`src/rtl/ftoi_pipe.sv`:
```
// IEEE-754 single to signed 32-bit integer converter with valid/ready pipeline.
// Optional FTOI_FLOOR_EN adds the rm port (rm=1 rounds toward -inf).
module ftoi_pipe #(
    parameter int NSTAGE = 2
) (
    input  logic        clk,
    input  logic        rstn,
    input  logic        in_valid,
    output logic        in_ready,
    input  logic [31:0] x,
`ifdef FTOI_FLOOR_EN
    input  logic        rm,
`endif
    output logic        out_valid,
    input  logic        out_ready,
    output logic [31:0] y,
    output logic        ovf
);

    typedef struct packed {
        logic        sgn;
        logic [31:0] mag;
        logic        inc;
        logic        zero;
        logic        sat;
        logic        minint;
    } s1_t;

    logic        rm_s;
    logic        out_valid_r;
    logic [31:0] y_r;
    logic        ovf_r;

`ifdef FTOI_FLOOR_EN
    assign rm_s = rm;
`else
    assign rm_s = 1'b0;
`endif

    assign out_valid = out_valid_r;
    assign y         = y_r;
    assign ovf       = ovf_r;

    // Classify the operand and denormalise it; inc is the increment to apply after the shift.
    function automatic s1_t unpack_word(input logic [31:0] w, input logic floor_md);
        s1_t        r;
        logic [7:0]  e;
        logic [23:0] m;
        logic [7:0]  sh;
        logic [47:0] ext;
        e        = w[30:23];
        m        = {1'b1, w[22:0]};
        sh       = 8'd150 - e;
        ext      = {m, 24'd0} >> sh;
        r.sgn    = w[31];
        r.mag    = 32'd0;
        r.inc    = 1'b0;
        r.zero   = 1'b0;
        r.sat    = 1'b0;
        r.minint = 1'b0;
        if (e == 8'd0) begin
            r.zero = 1'b1;
        end else if (e <= 8'd125) begin
            // Below one half: only a negative value under floor mode moves away from zero.
            if (floor_md && w[31]) begin
                r.inc = 1'b1;
            end else begin
                r.zero = 1'b1;
            end
        end else if (e <= 8'd149) begin
            r.mag = {8'd0, ext[47:24]};
            if (floor_md) begin
                r.inc = w[31] & (|ext[23:0]);
            end else begin
                r.inc = ext[23];
            end
        end else if (e <= 8'd157) begin
            r.mag = {8'd0, m} << (e - 8'd150);
        end else if (w[31] && (e == 8'd158) && (w[22:0] == 23'd0)) begin
            r.minint = 1'b1;
        end else begin
            r.sat = 1'b1;
        end
        return r;
    endfunction

    // Apply rounding increment and sign; returns {ovf, y}.
    function automatic logic [32:0] round_pack(input s1_t r);
        logic [31:0] mag;
        logic [32:0] res;
        mag = r.mag + {31'd0, r.inc};
        if (r.zero) begin
            res = {1'b0, 32'd0};
        end else if (r.sat) begin
            res = {1'b1, (r.sgn ? 32'h8000_0000 : 32'h7FFF_FFFF)};
        end else if (r.minint) begin
            res = {1'b0, 32'h8000_0000};
        end else if (r.sgn) begin
            res = {1'b0, (~mag + 32'd1)};
        end else begin
            res = {1'b0, mag};
        end
        return res;
    endfunction

    generate
        if (NSTAGE == 2) begin : g_two
            s1_t  s1_r;
            logic s1_valid_r;
            logic s2_free_s;
            logic s1_adv_s;

            assign s2_free_s = ~out_valid_r | out_ready;
            assign s1_adv_s  = s1_valid_r & s2_free_s;
            assign in_ready  = ~s1_valid_r | s1_adv_s;

            // Unpack stage: loads whenever it is empty or handing its word on.
            always_ff @(posedge clk or negedge rstn) begin
                if (!rstn) begin
                    s1_valid_r <= 1'b0;
                    s1_r       <= '0;
                end else if (in_ready) begin
                    s1_valid_r <= in_valid;
                    if (in_valid) begin
                        s1_r <= unpack_word(x, rm_s);
                    end
                end
            end

            // Round/pack stage drives the registered outputs.
            always_ff @(posedge clk or negedge rstn) begin
                if (!rstn) begin
                    out_valid_r <= 1'b0;
                    y_r         <= 32'd0;
                    ovf_r       <= 1'b0;
                end else if (s2_free_s) begin
                    out_valid_r <= s1_valid_r;
                    if (s1_valid_r) begin
                        {ovf_r, y_r} <= round_pack(s1_r);
                    end
                end
            end
        end else begin : g_one
            assign in_ready = ~out_valid_r | out_ready;

            // Single stage: full conversion between input and output register.
            always_ff @(posedge clk or negedge rstn) begin
                if (!rstn) begin
                    out_valid_r <= 1'b0;
                    y_r         <= 32'd0;
                    ovf_r       <= 1'b0;
                end else if (in_ready) begin
                    out_valid_r <= in_valid;
                    if (in_valid) begin
                        {ovf_r, y_r} <= round_pack(unpack_word(x, rm_s));
                    end
                end
            end
        end
    endgenerate

endmodule

```
`config.mk`:
```
export PLATFORM = sky130hd
export DESIGN_NAME = ftoi_pipe
export DESIGN_NICKNAME = d
export VERILOG_FILES = /design/src/rtl/ftoi_pipe.sv
export SDC_FILE = /design/constraint.sdc
export NUM_CORES = 1
export LEC_CHECK = 0
export CAP_MARGIN = 20
export CELL_PAD_IN_SITES_DETAIL_PLACEMENT = 1
export CELL_PAD_IN_SITES_GLOBAL_PLACEMENT = 2
export CORE_UTILIZATION = 35
export DETAILED_ROUTE_END_ITERATION = 7
export PLACE_DENSITY_LB_ADDON = 0.1
export SKIP_LAST_GASP = 1
export SLEW_MARGIN = 20
export SYNTH_ARGS = -nofsm -noshare
export SYNTH_HDL_FRONTEND = slang
export SYNTH_SLANG_ARGS = --single-unit
```
`constraint.sdc`:
```
create_clock -name clk -period 4.4 [get_ports clk]
set_input_delay 0.66 -clock clk [delete_from_list [all_inputs] [get_ports clk]]
set_output_delay 0.66 -clock clk [all_outputs]
set_load 0.02 [all_outputs]
```
==> impl_metrics.env <==
export IMPL_yosys_top_cells_count="nand2_1, nor2_1, o21ai_0, dfrtp_1, clkbuf_1"
export IMPL_startpoint_type="flip-flop"
export IMPL_rsz0062_at_grt="no"
export IMPL_maxSlewHeadroom=0.401
export IMPL_grt_usage=0.253
export IMPL_dp_hpwl_um=21400
export IMPL_syn_inst=967
export IMPL_drtIter0Drc=547
export IMPL_yosysWarnings=0
export IMPL_seqPwrFrac=0.321
export IMPL_rrSetupSlack_ns=0.61
export IMPL_status="completed"
export IMPL_ys_seq_area_frac=0.242
export IMPL_wl_per_cell_um=21.2
export IMPL_setup_tns_final_ns=0
export IMPL_crit_required_ns=4.62
export IMPL_arrival_ns=4.00
export IMPL_p_switching_mw=0.882
export IMPL_synth_area_um2=7440
export IMPL_drv_cap=0
export IMPL_power_density_nw_per_um2=280
export IMPL_ys_flop_type="dfrtp_1"
export IMPL_power_frac_comb=0.373
export IMPL_synth_top_area_frac=0.242
export IMPL_initial_core_util=0.362
export IMPL_synth_most_common_cell="nand2_1"
export IMPL_worstReg2RegEnd="y[24]$_DFFE_PN0P_"
export IMPL_sw_frac_of_total=0.363
export IMPL_clkPwrFrac=0.306
export IMPL_tightestPinTransition_ns=0.898
export IMPL_ys_async_sr_fraction=1.00
export IMPL_remaining_drc_errors=0
export IMPL_pin_count=71
export IMPL_antenna_found_initial=0
export IMPL_cts_setup_buffers=0
export IMPL_leakagePower_nw=3.36
export IMPL_crit_path_end_kind="flip-flop"
export IMPL_cp_startpoint="g_two.s1_r[3]$_DFFE_PN0P_"
export IMPL_fmax_mhz=264
export IMPL_rr_startpoint="g_two.s1_r[3]$_DFFE_PN0P_"
export IMPL_clock_sinks=72
export IMPL_clkTransAtPathRegs_ns=0.06
export IMPL_diodes=0
export IMPL_gp_congestion=0.884
export IMPL_clock_latency_ns=0.34
export IMPL_die_h_um=148
export IMPL_grt_pass1_vias=7392
export IMPL_syn_to_final_growth_pct=16.7
export IMPL_via_per_inst=5.92
export IMPL_p_int_mw=1.55
export IMPL_finalSetupViolCount=0
export IMPL_hp_class="in2async"
export IMPL_worstRegToRegCells=10
export IMPL_endpoint="y[24]$_DFFE_PN0P_"
export IMPL_stdcell_count=1275
export IMPL_cts_root_buf="clkbuf_16"
export IMPL_nets=1046
export IMPL_layout_drive_gt1_share=0.0905
export IMPL_dp_cells=1259
export IMPL_worstPathMaxFanout=12
export IMPL_synth_seq_cells=72
export IMPL_syn_area_per_cell_um2=7.70
export IMPL_power_mw=2.43
export IMPL_dieWidth_um=148
export IMPL_worst_setup_path_type="reg2reg"
export IMPL_fp_row_count=52
export IMPL_finalCriticalPeriod_ns=3.79
export IMPL_yosys_area_top_type="dfrtp_1"
export IMPL_post_place_ws_ns=0.454
export IMPL_port_buffers=70
export IMPL_grt_overflow_total=0
export IMPL_fin_ws_ns=0.614
export IMPL_irDropWorstVdd_uv=158
export IMPL_wl_um=27000
export IMPL_hold_viol=0
export IMPL_cts_tree="built"
export IMPL_grt_first_pass_wirelength_um=43100
export IMPL_grt_max_degree=73
export IMPL_cts_resized=0
export IMPL_drt_pass1_iter_count=5
export IMPL_coreArea_um2=20600
export IMPL_drv_slew=0
export IMPL_ant_nets=0
export IMPL_finClkSkew_ns=0.0101
export IMPL_holdBufCountCts=0
export IMPL_h_tree_depth=3
export IMPL_clockBufferDepth=2
export IMPL_synth_edf_count=0
export IMPL_period_share=0.861
export IMPL_die_area_um2=21900
export IMPL_syn_num_nets=1013
export IMPL_vias=7550
export IMPL_ys_types=77
export IMPL_synth_area_top_cells="dfrtp_1, o21ai_0, mux2i_1, xnor2_1, nand2_1"
export IMPL_cts_made_buffers=9
## how the worst min path moves through the flow
stage	startpoint	end	slack (ns)	depth (start not counted)
3_3_place_gp	y[5]$_DFFE_PN0P_	y[5]$_DFFE_PN0P_	0.46	2
3_5_place_dp	y[3]$_DFFE_PN0P_	y[3]$_DFFE_PN0P_	0.47	2
4_1_cts	rstn	y[9]$_DFFE_PN0P_	0.49	1
5_1_grt	ovf$_DFFE_PN0P_	ovf$_DFFE_PN0P_	0.50	2
6_report	rstn	y[9]$_DFFE_PN0P_	0.45	1
2_1_floorplan	rstn	g_two.s1_r[0]$_DFFE_PN0P_	0.36	0
## critical path, stage by stage, from the launching register on
cell	delay, ns
dfrtp_1	0.36
ha_1	0.26
ha_1	0.51
and3_1	0.28
a32oi_1	0.18
a2111oi_4	0.47
o21ai_2	0.18
or4_4	0.60
o41ai_1	0.35
xor2_1	0.12
a221o_1	0.34
## state kept, by name, indices dropped and copies added (netlist names)
| signal | flops |
|---|---|
| out_valid | 1 |
| g_two.s1_valid_r | 1 |
| ovf | 1 |
| g_two.s1_r | 37 |
| y | 32 |
## through the flow
stage,hold slack [ns],util,area (µm²)
after floorplan,0.364,-,7440
after global placement,0.461,0.407,8370
after detailed placement,0.471,0.407,8370
after CTS,0.485,0.422,8670
after global routing,0.502,0.422,8680
final,0.449,0.422,8680
## layer usage
metal | vias to the layer above | track usage | part of all wire
met4 | 0 | 0.0907 | 0.030
met1 | 3632 | 0.336 | 0.47
met2 | 158 | 0.432 | 0.48
met3 | 42 | 0.0176 | 0.023
met5 | - | 0 | 0
li1 | 3718 | - | -
## cell usage in the layout, fill, tap and decap left out, types with 13 or more instances in the layout
cell type,n
nor3_1,43
o211ai_1,15
a22oi_1,14
clkdlybuf4s50_1,68
buf_4,25
a21oi_1,47
xnor2_1,40
nand3_1,22
inv_1,23
nor4_1,18
and2_1,15
mux2i_1,38
nand2b_1,13
dfrtp_1,72
nor2_1,84
nand4_1,28
o21ai_0,82
a221o_1,19
mux2_2,21
a211oi_1,26
nand2_1,93
xor2_1,20
## power by group through the flow
stage                     registers [mW]  logic (mW)  clock network, mW
final                              0.780       0.906              0.742
after global placement             0.790       0.897                  0
after detailed placement           0.794       0.900                  0
after CTS                          0.781       0.903              0.758
after global routing               0.789       0.984              0.781
after floorplan                    0.853       0.470                  0
## kinds of logic after synthesis
kind of cell    share of synthesized area
compound gates                      0.279
xor+xnor                           0.0763
fa+ha+maj                          0.0168
buf+inv                            0.0528
flops                               0.242
mux                                0.0859
simple gates                        0.247
## area by class of cell
cell class,count,area [µm²]
timing repair buffer,94,873
tap,270,338
fill,2544,11900
clock inverter,5,56.3
inverter,24,90.1
multi-input combinational,799,5280
clock buffer,11,243
sequential,72,1800
Power figures use the tool's default switching activity.
